**src/rtl/fetch_stage_pkg.sv**
```systemverilog
`default_nettype none
// =====================================================================
// fetch_stage_pkg : shared constants and encodings for the fetch stage
// Rev 1.0
// =====================================================================
package fetch_stage_pkg;

  localparam logic [31:0] PC_RESET_DEFAULT = 32'h0000_3000;
  localparam logic [31:0] NOP_INSTR        = 32'h0000_0000;

  // Encoding 2'b11 is reserved and resolves as "no branch".
  typedef enum logic [1:0] {
    BR_NONE = 2'b00,
    BR_BEQ  = 2'b01,
    BR_BNE  = 2'b10,
    BR_RSVD = 2'b11
  } br_type_e;

endpackage
`default_nettype wire

```
**src/rtl/fetch_stage_npc.sv**
```systemverilog
`default_nettype none
// =====================================================================
// fetch_stage_npc : combinational next-PC select (jr > j > branch > seq)
// Rev 1.0
// =====================================================================
module fetch_stage_npc
  import fetch_stage_pkg::*;
(
  input  logic [31:0] f_pc,
  input  logic [31:0] d_pc,
  input  logic [1:0]  d_br_type,
  input  logic        d_cmp_eq,
  input  logic        d_jump,
  input  logic        d_jr,
  input  logic [15:0] d_imm16,
  input  logic [25:0] d_index26,
  input  logic [31:0] d_rs_val,
  output logic [31:0] next_pc
);

  logic [31:0] w_d_pc_plus4;
  logic [31:0] w_br_tgt;
  logic [31:0] w_j_tgt;
  logic [31:0] w_seq_pc;
  br_type_e    w_br_kind;
  logic        w_taken;

  assign w_d_pc_plus4 = d_pc + 32'd4;
  assign w_br_tgt     = w_d_pc_plus4 + {{14{d_imm16[15]}}, d_imm16, 2'b00};
  assign w_j_tgt      = {w_d_pc_plus4[31:28], d_index26, 2'b00};
  assign w_seq_pc     = f_pc + 32'd4;
  assign w_br_kind    = br_type_e'(d_br_type);

  // d_cmp_eq arrives late in the cycle; keep it a single gate level from the mux.
  assign w_taken = ((w_br_kind == BR_BEQ) &&  d_cmp_eq) ||
                   ((w_br_kind == BR_BNE) && !d_cmp_eq);

  always_comb begin
    next_pc = w_seq_pc;
    if (d_jr) begin
      next_pc = d_rs_val;
    end else if (d_jump) begin
      next_pc = w_j_tgt;
    end else if (w_taken) begin
      next_pc = w_br_tgt;
    end
  end

endmodule
`default_nettype wire

```
**src/rtl/fetch_stage.sv**
```systemverilog
`default_nettype none
// =====================================================================
// fetch_stage : PC register, next-PC select and IF/ID pipeline register
// Rev 1.0
// =====================================================================
module fetch_stage
  import fetch_stage_pkg::*;
#(
  parameter logic [31:0] PC_RESET = PC_RESET_DEFAULT
) (
  input  logic        clk,
  input  logic        reset,
  input  logic        stall,
  input  logic [1:0]  d_br_type,
  input  logic        d_cmp_eq,
  input  logic        d_jump,
  input  logic        d_jr,
  input  logic [15:0] d_imm16,
  input  logic [25:0] d_index26,
  input  logic [31:0] d_rs_val,
  output logic [31:0] imem_addr,
  input  logic [31:0] imem_rdata,
  output logic [31:0] d_instr,
  output logic [31:0] d_pc,
  output logic [31:0] d_pc8
);

  logic [31:0] r_f_pc;
  logic [31:0] r_d_instr;
  logic [31:0] r_d_pc;
  logic [31:0] r_d_pc8;
  logic [31:0] w_next_pc;

  fetch_stage_npc u_npc (
    .f_pc      (r_f_pc),
    .d_pc      (r_d_pc),
    .d_br_type (d_br_type),
    .d_cmp_eq  (d_cmp_eq),
    .d_jump    (d_jump),
    .d_jr      (d_jr),
    .d_imm16   (d_imm16),
    .d_index26 (d_index26),
    .d_rs_val  (d_rs_val),
    .next_pc   (w_next_pc)
  );

  // The delay-slot instruction always enters IF/ID; a stall freezes PC and
  // IF/ID together so the held D instruction re-resolves once released.
  always_ff @(posedge clk or negedge reset) begin
    if (!reset) begin
      r_f_pc    <= PC_RESET;
      r_d_instr <= NOP_INSTR;
      r_d_pc    <= 32'h0;
      r_d_pc8   <= 32'h0;
    end else if (!stall) begin
      r_f_pc    <= w_next_pc;
      r_d_instr <= imem_rdata;
      r_d_pc    <= r_f_pc;
      r_d_pc8   <= r_f_pc + 32'd8;
    end
  end

  assign imem_addr = r_f_pc;
  assign d_instr   = r_d_instr;
  assign d_pc      = r_d_pc;
  assign d_pc8     = r_d_pc8;

endmodule
`default_nettype wire

```
**config.mk**
```make
export PLATFORM = sky130hd
export DESIGN_NAME = fetch_stage
export DESIGN_NICKNAME = d
export VERILOG_FILES = /design/src/rtl/fetch_stage_pkg.sv /design/src/rtl/fetch_stage_npc.sv /design/src/rtl/fetch_stage.sv
export SDC_FILE = /design/constraint.sdc
export NUM_CORES = 1
export LEC_CHECK = 0
export CAP_MARGIN = 25
export CORE_ASPECT_RATIO = 1.75
export CORE_UTILIZATION = 53
export DETAILED_ROUTE_END_ITERATION = 10
export GPL_TIMING_DRIVEN = 0
export PLACE_DENSITY_LB_ADDON = 0.12
export SETUP_SLACK_MARGIN = 0.05
export SLEW_MARGIN = 20
export SYNTH_ARGS = -nofsm -noshare
export SYNTH_HDL_FRONTEND = slang
export SYNTH_SLANG_ARGS = --single-unit
```
**constraint.sdc**
```tcl
create_clock -name clk -period 6.1 [get_ports clk]
set_input_delay 1.22 -clock clk [delete_from_list [all_inputs] [get_ports clk]]
set_output_delay 1.22 -clock clk [all_outputs]
set_load 0.01 [all_outputs]
```
### Yosys cells after proc, flatten, opt, wreduce, memory -nomap -nowiden

Index checks and enable logic that the tools add are counted.

| storage, ports and cells | value |
|---|---|
| register bits after elaboration | 128 |
| bits in latches | 0 |
| bits in writable memories | 0 |
| memory bits (read-only) | 0 |
| bits of input ports | 114 |
| output and inout bits | 128 |
| logic and storage cells | 17 |
| memories kept | 0 |

| cells by class | value |
|---|---|
| add/subtract/negate cells | 4 |
| $mul | 0 |
| div/mod/pow operators | 0 |
| magnitude comparators | 0 |
| eq/ne operators | 2 |
| shift operators | 0 |
| mux-type cells | 3 |
| bitwise logic cells | 0 |
| reduce and logical (&&, ||, !) cells | 4 |

Operator list:

| cell | count |
|---|---|
| $mux 32 | 3 |
| $add 32x3->32 const B | 2 |
| $add 32x32->32 | 1 |
| $add 32x4->32 const B | 1 |
| $eq 2x1->1 const B | 1 |
| $eq 2x2->1 const B | 1 |
| $logic_and 1x1->1 | 2 |
| $logic_not 1->1 | 1 |
| $logic_or 1x1->1 | 1 |

### Logic depth before layout (Yosys ltp)

| logic depth | value |
|---|---|
| word-level depth | 6 |
| mapped depth | 16 |
| depth with buffers taken out | 15 |

### Modules after synthesis

Synthesis repeated with hierarchy kept, for this count alone.

| second synthesis, totals | value |
|---|---|
| cell total of the unflattened synthesis | 964 |
| area total of the unflattened synthesis | 8817.2 um2 |

Modules (own cells, without submodules):

| module | times used | cells each | area each (um2) | sequential area each (um2) |
|---|---|---|---|---|
| fetch_stage | 1 | 404 | 5228.8 | 3130.5 |
| fetch_stage_npc | 1 | 560 | 3588.4 | 0.0 |

### Least setup slack after synthesis

OpenSTA, ideal clock, no wires.

| path | value |
|---|---|
| path kind | in2reg |
| from | input port d_imm16[0] |
| to | register r_f_pc[30] (netlist: imem_addr[30]) |
| setup time | 0.121 ns |
| arrival time | 3.368 ns |
| required time | 5.979 ns |
| setup slack | 2.612 ns |
| cell stages on the path | 11 |
| path buffers | 0 |
| cells stage by stage | ha_1 > fa_1 > a211oi_2 > o211ai_1 > a41o_1 > a221oi_2 > o21ai_1 > a31oi_1 > xnor2_1 > o21ai_0 > nand2_1 |

| between the ends | value |
|---|---|
| word-level cells in the longest chain between the ends | 4 |

RTL lines:

| element | RTL line | source |
|---|---|---|
| from (decl) | fetch_stage.sv:18 | `input logic [15:0] d_imm16,` |
| $add 32x32->32 | fetch_stage_npc.sv:29 | `assign w_br_tgt = w_d_pc_plus4 + {{14{d_imm16[15]}}, d_imm16, 2'b00};` |
| $mux 32 | fetch_stage_npc.sv:44 | `end else if (w_taken) begin` |
| $mux 32 | fetch_stage_npc.sv:42 | `end else if (d_jump) begin` |
| $mux 32 | fetch_stage_npc.sv:40 | `if (d_jr) begin` |
| to (signal assigned) | fetch_stage.sv:56 | `r_f_pc <= w_next_pc;` |
| to (decl) | fetch_stage.sv:28 | `logic [31:0] r_f_pc;` |

No other way between the ends.
A chain may end at the register's enable or synchronous reset.

### Worst setup path after layout

| path | value |
|---|---|
| from | input port d_imm16[15] |
| to | register r_f_pc[25] (netlist: imem_addr[25]) |

Same word-level chain as after synthesis.

==> impl_metrics.tcl <==
set metrics [dict create \
    synth_seq_area_share_pct 37.4 \
    die_h_um 168 \
    post_synthesis_cell_count 922 \
    timing.final.setup_violations 0 \
    nets 1332 \
    launch_point_of_the_critical_path "d_imm16[15]" \
    async_flop_share_pct 100 \
    synthesis.yosys.warnings 0 \
    critPathArrivalTime_ps 4520 \
    hp-start "d_pc8[5]$_DFFE_PN0N_" \
    timing.max_slew.rel_slack_pct 39.8 \
    remaining_drc_errors 0 \
    fin_util_pct 75.5 \
    synth_flop_cell "dfrtp_1" \
    postSynthAreaPerCell_um2 9.08 \
    antenna_cells_inserted 0 \
    cp-start-kind "input port" \
    post_cts_buffers 0 \
    detail_route.vias_per_cell 6.09 \
    synthesis.nets 1074 \
    detail_route.first_pass.iterations 5 \
    start_util_pct 54.4 \
    criticalPathCategory "input port to register" \
    maxClockFrequency_ghz 0.236 \
    netlist.top_cell.by_area "dfrtp_1" \
    wl_per_cell_um 21.2 \
    clockBufferDepth 2 \
    run_status "complete, no violations" \
    final_min_period_over_clock_period_pct 69.4 \
    cts_root_buf "clkbuf_16" \
    syn_to_final_growth_pct 38.7 \
    final_max_slew_viol_count 0 \
    worst-path-max-fanout 18 \
    yosys-top-cells-area "dfrtp_1 37%, mux2_2 8.1%, xnor2_1 6.3%" \
    worst-r2r-cell-count 16 \
    port_buffers 238 \
    layout_min_cycle_time_ps 4230 \
    fp-row-count 60 \
    synth_top_area_share_pct 36.8 \
    clock_tree.htree_level_count 4 \
    routed_wirelength_um 29200 \
    grt_pass1_wl_um 45200 \
    ys_seq_elements 125 \
    number_of_enable_flip_flop_cells_after_synthesis 0 \
    post_cts_hold_buffer_count 0 \
    antenna_violations_before_repair 0 \
    post_cts_resize_count 0 \
    netlist_top_cells_count "123 x dfrtp_1, 101 x nand2_1, 70 x a21oi_1, 70 x o21ai_0, 69 x nor2_1" \
    p_total_uw 3380 \
    worst_r2r_endpoint "imem_addr[25]$_DFFE_PN0N_" \
    p_leak_uw 0.00475 \
    antenna_violating_nets_post_route 0 \
    clock_tree_from_tritoncts "done" \
    hold-path-cell-count 2 \
    synth_cell_types 66 \
    io_pins 242 \
    cts.sink_count 125 \
    worst_setup_hold_path_clk_slew_ps 70 \
    dp_hpwl_um 22000 \
    worst_slew_pin_slew_ps 896 \
    post_route_cells_drive_above_1_share_pct 10.6 \
    dieArea_mm2 0.0163 \
    worst_hold_path_type "register to register" \
    worstHoldEndpoint "d_pc8[5]$_DFFE_PN0N_" \
    detailedRoute.firstIterationViolations 609 \
    rsz_0062_raised_after_global_routing "no" \
    power.density_cell_area_mw_per_mm2 291 \
    numCtsBuffers 17 \
    cap_violations 0 \
    cp-end-kind "register" \
    place.gp.congestion 0.956 \
    via_count 8402 \
    cell_with_the_most_instances_after_synthesis "dfrtp_1" \
    die-width_um 97.0 \
    globalRouteOverflowTotal 0 \
    globalRouteTotalUtil_pct 36.0 \
    pin_count_of_the_biggest_net_entering_global_routing 85 \
    vdd_drop_max_mv 0.193 \
    mappedNetlistArea_mm2 0.00837 \
    worst_clock_skew_ps 13.8 \
    clock_insertion_delay_worst_skew_ps 430 \
    finalHoldViolCount 0 \
    reg2reg_setup_slack_ps 2000 \
    placeableCoreArea_mm2 0.0154 \
    first_global_vias 8655 \
    worstPathRequired_ps 6390 \
    regToRegStartpoint "d_pc[7]$_DFFE_PN0N_" \
]
==> power by group <==
part | switching (uW) | internal, uW | total, uW
Combinational | 645 | 601 | 1250
Clock | 433 | 611 | 1040
Sequential | 148 | 948 | 1100
==> cell families (layout without fill, tap and decap cells) <==
| kind of cell | after synthesis | in the layout | synth area share (%) |
|---|---|---|---|
| buffers and inverters | 78 | 349 | 3.90 |
| xor gates and xnor gates | 104 | 104 | 10.9 |
| muxes | 66 | 66 | 8.79 |
| AOI/OAI and AO/OA | 242 | 242 | 17.9 |
| adders and majority gates | 38 | 38 | 5.77 |
| and+or+nand+nor | 269 | 269 | 15.4 |
| DFF | 125 | 125 | 37.4 |
==> area by class of cell <==
cell class / instances / area, um^2
multi-input cells: 719 / 4920
fillers: 1149 / 3770
flip-flops and latches: 125 / 3130
repair buffers: 239 / 2410
clock buffers: 18 / 429
plain buffers: 60 / 259
well taps: 186 / 233
clock inverters: 14 / 159
inverters: 18 / 67.6
==> worst max-delay path: stages <==
cell,delay (ps)
clkdlybuf4s50_1,1010
ha_1,350
clkbuf_1,200
a21o_1,200
a21o_1,170
a21oi_1,170
o21ai_0,130
a31oi_2,250
nor2_1,110
a31oi_1,220
xor2_1,350
a21oi_1,120
==> worst max-delay path by stage <==
stage	end	slack [ps]	cells after the start
final	imem_addr[25]$_DFFE_PN0N_	1870	12
after global routing	imem_addr[25]$_DFFE_PN0N_	1710	16
after CTS	imem_addr[25]$_DFFE_PN0N_	1910	12
after detailed placement	imem_addr[25]$_DFFE_PN0N_	1560	12
after global placement	d_instr[20]$_DFFE_PN0N_	-1250	1
after floorplan	imem_addr[30]$_DFFE_PN0N_	2610	11
==> through the flow <==
step / std cells / instance area (um^2) / setup WS, ps / TNS, ps / hold slack, ps
2_1_floorplan: 922 / 8370 / 2610 / 0 / 519
3_3_place_gp: 1346 / 11000 / -1250 / -152100 / 470
3_5_place_dp: 1347 / 11000 / 1560 / 0 / 473
4_1_cts: 1379 / 11600 / 1910 / 0 / 490
5_1_grt: 1379 / 11600 / 1710 / 0 / 501
6_report: 1379 / 11600 / 1870 / 0 / 483
==> registers in the layout (all words and copies together), names as in the netlist <==
name and flops:
d_pc8 29, imem_addr 32, d_pc 32, d_instr 32
==> cell usage in the layout, fill, tap and decap left out, types with 3 or more instances in the layout <==
master           count
a211oi_1            12
a21o_1              21
a21oi_1             70
a221oi_1             6
a31oi_1              4
and2_1               6
and3_1              13
and4_1               3
buf_1                3
buf_4                6
clkbuf_1            48
clkbuf_16           17
clkdlybuf4s50_1    237
clkinv_4             3
dfrtp_1            123
ha_1                37
inv_1               18
inv_6                6
mux2_2              60
mux2i_1              6
nand2_1            101
nand3_1             32
nand4_1             20
nor2_1              69
nor3_1               7
nor3_2               3
o211ai_1             5
o21ai_0             70
o21ai_1              4
o221ai_1             5
o22ai_1             18
xnor2_1             60
xor2_1              44
==> routing by layer <==
layer  vias to the layer above  track usage, %  wire length [um]
met5                         -               0                 0
met4                         0            30.0              2380
met3                       124            6.31              2010
met2                       494            61.6             14600
met1                      3985            38.2             10200
li1                       3799               -                 -
Note: power is estimated with default switching activity, not from simulation.
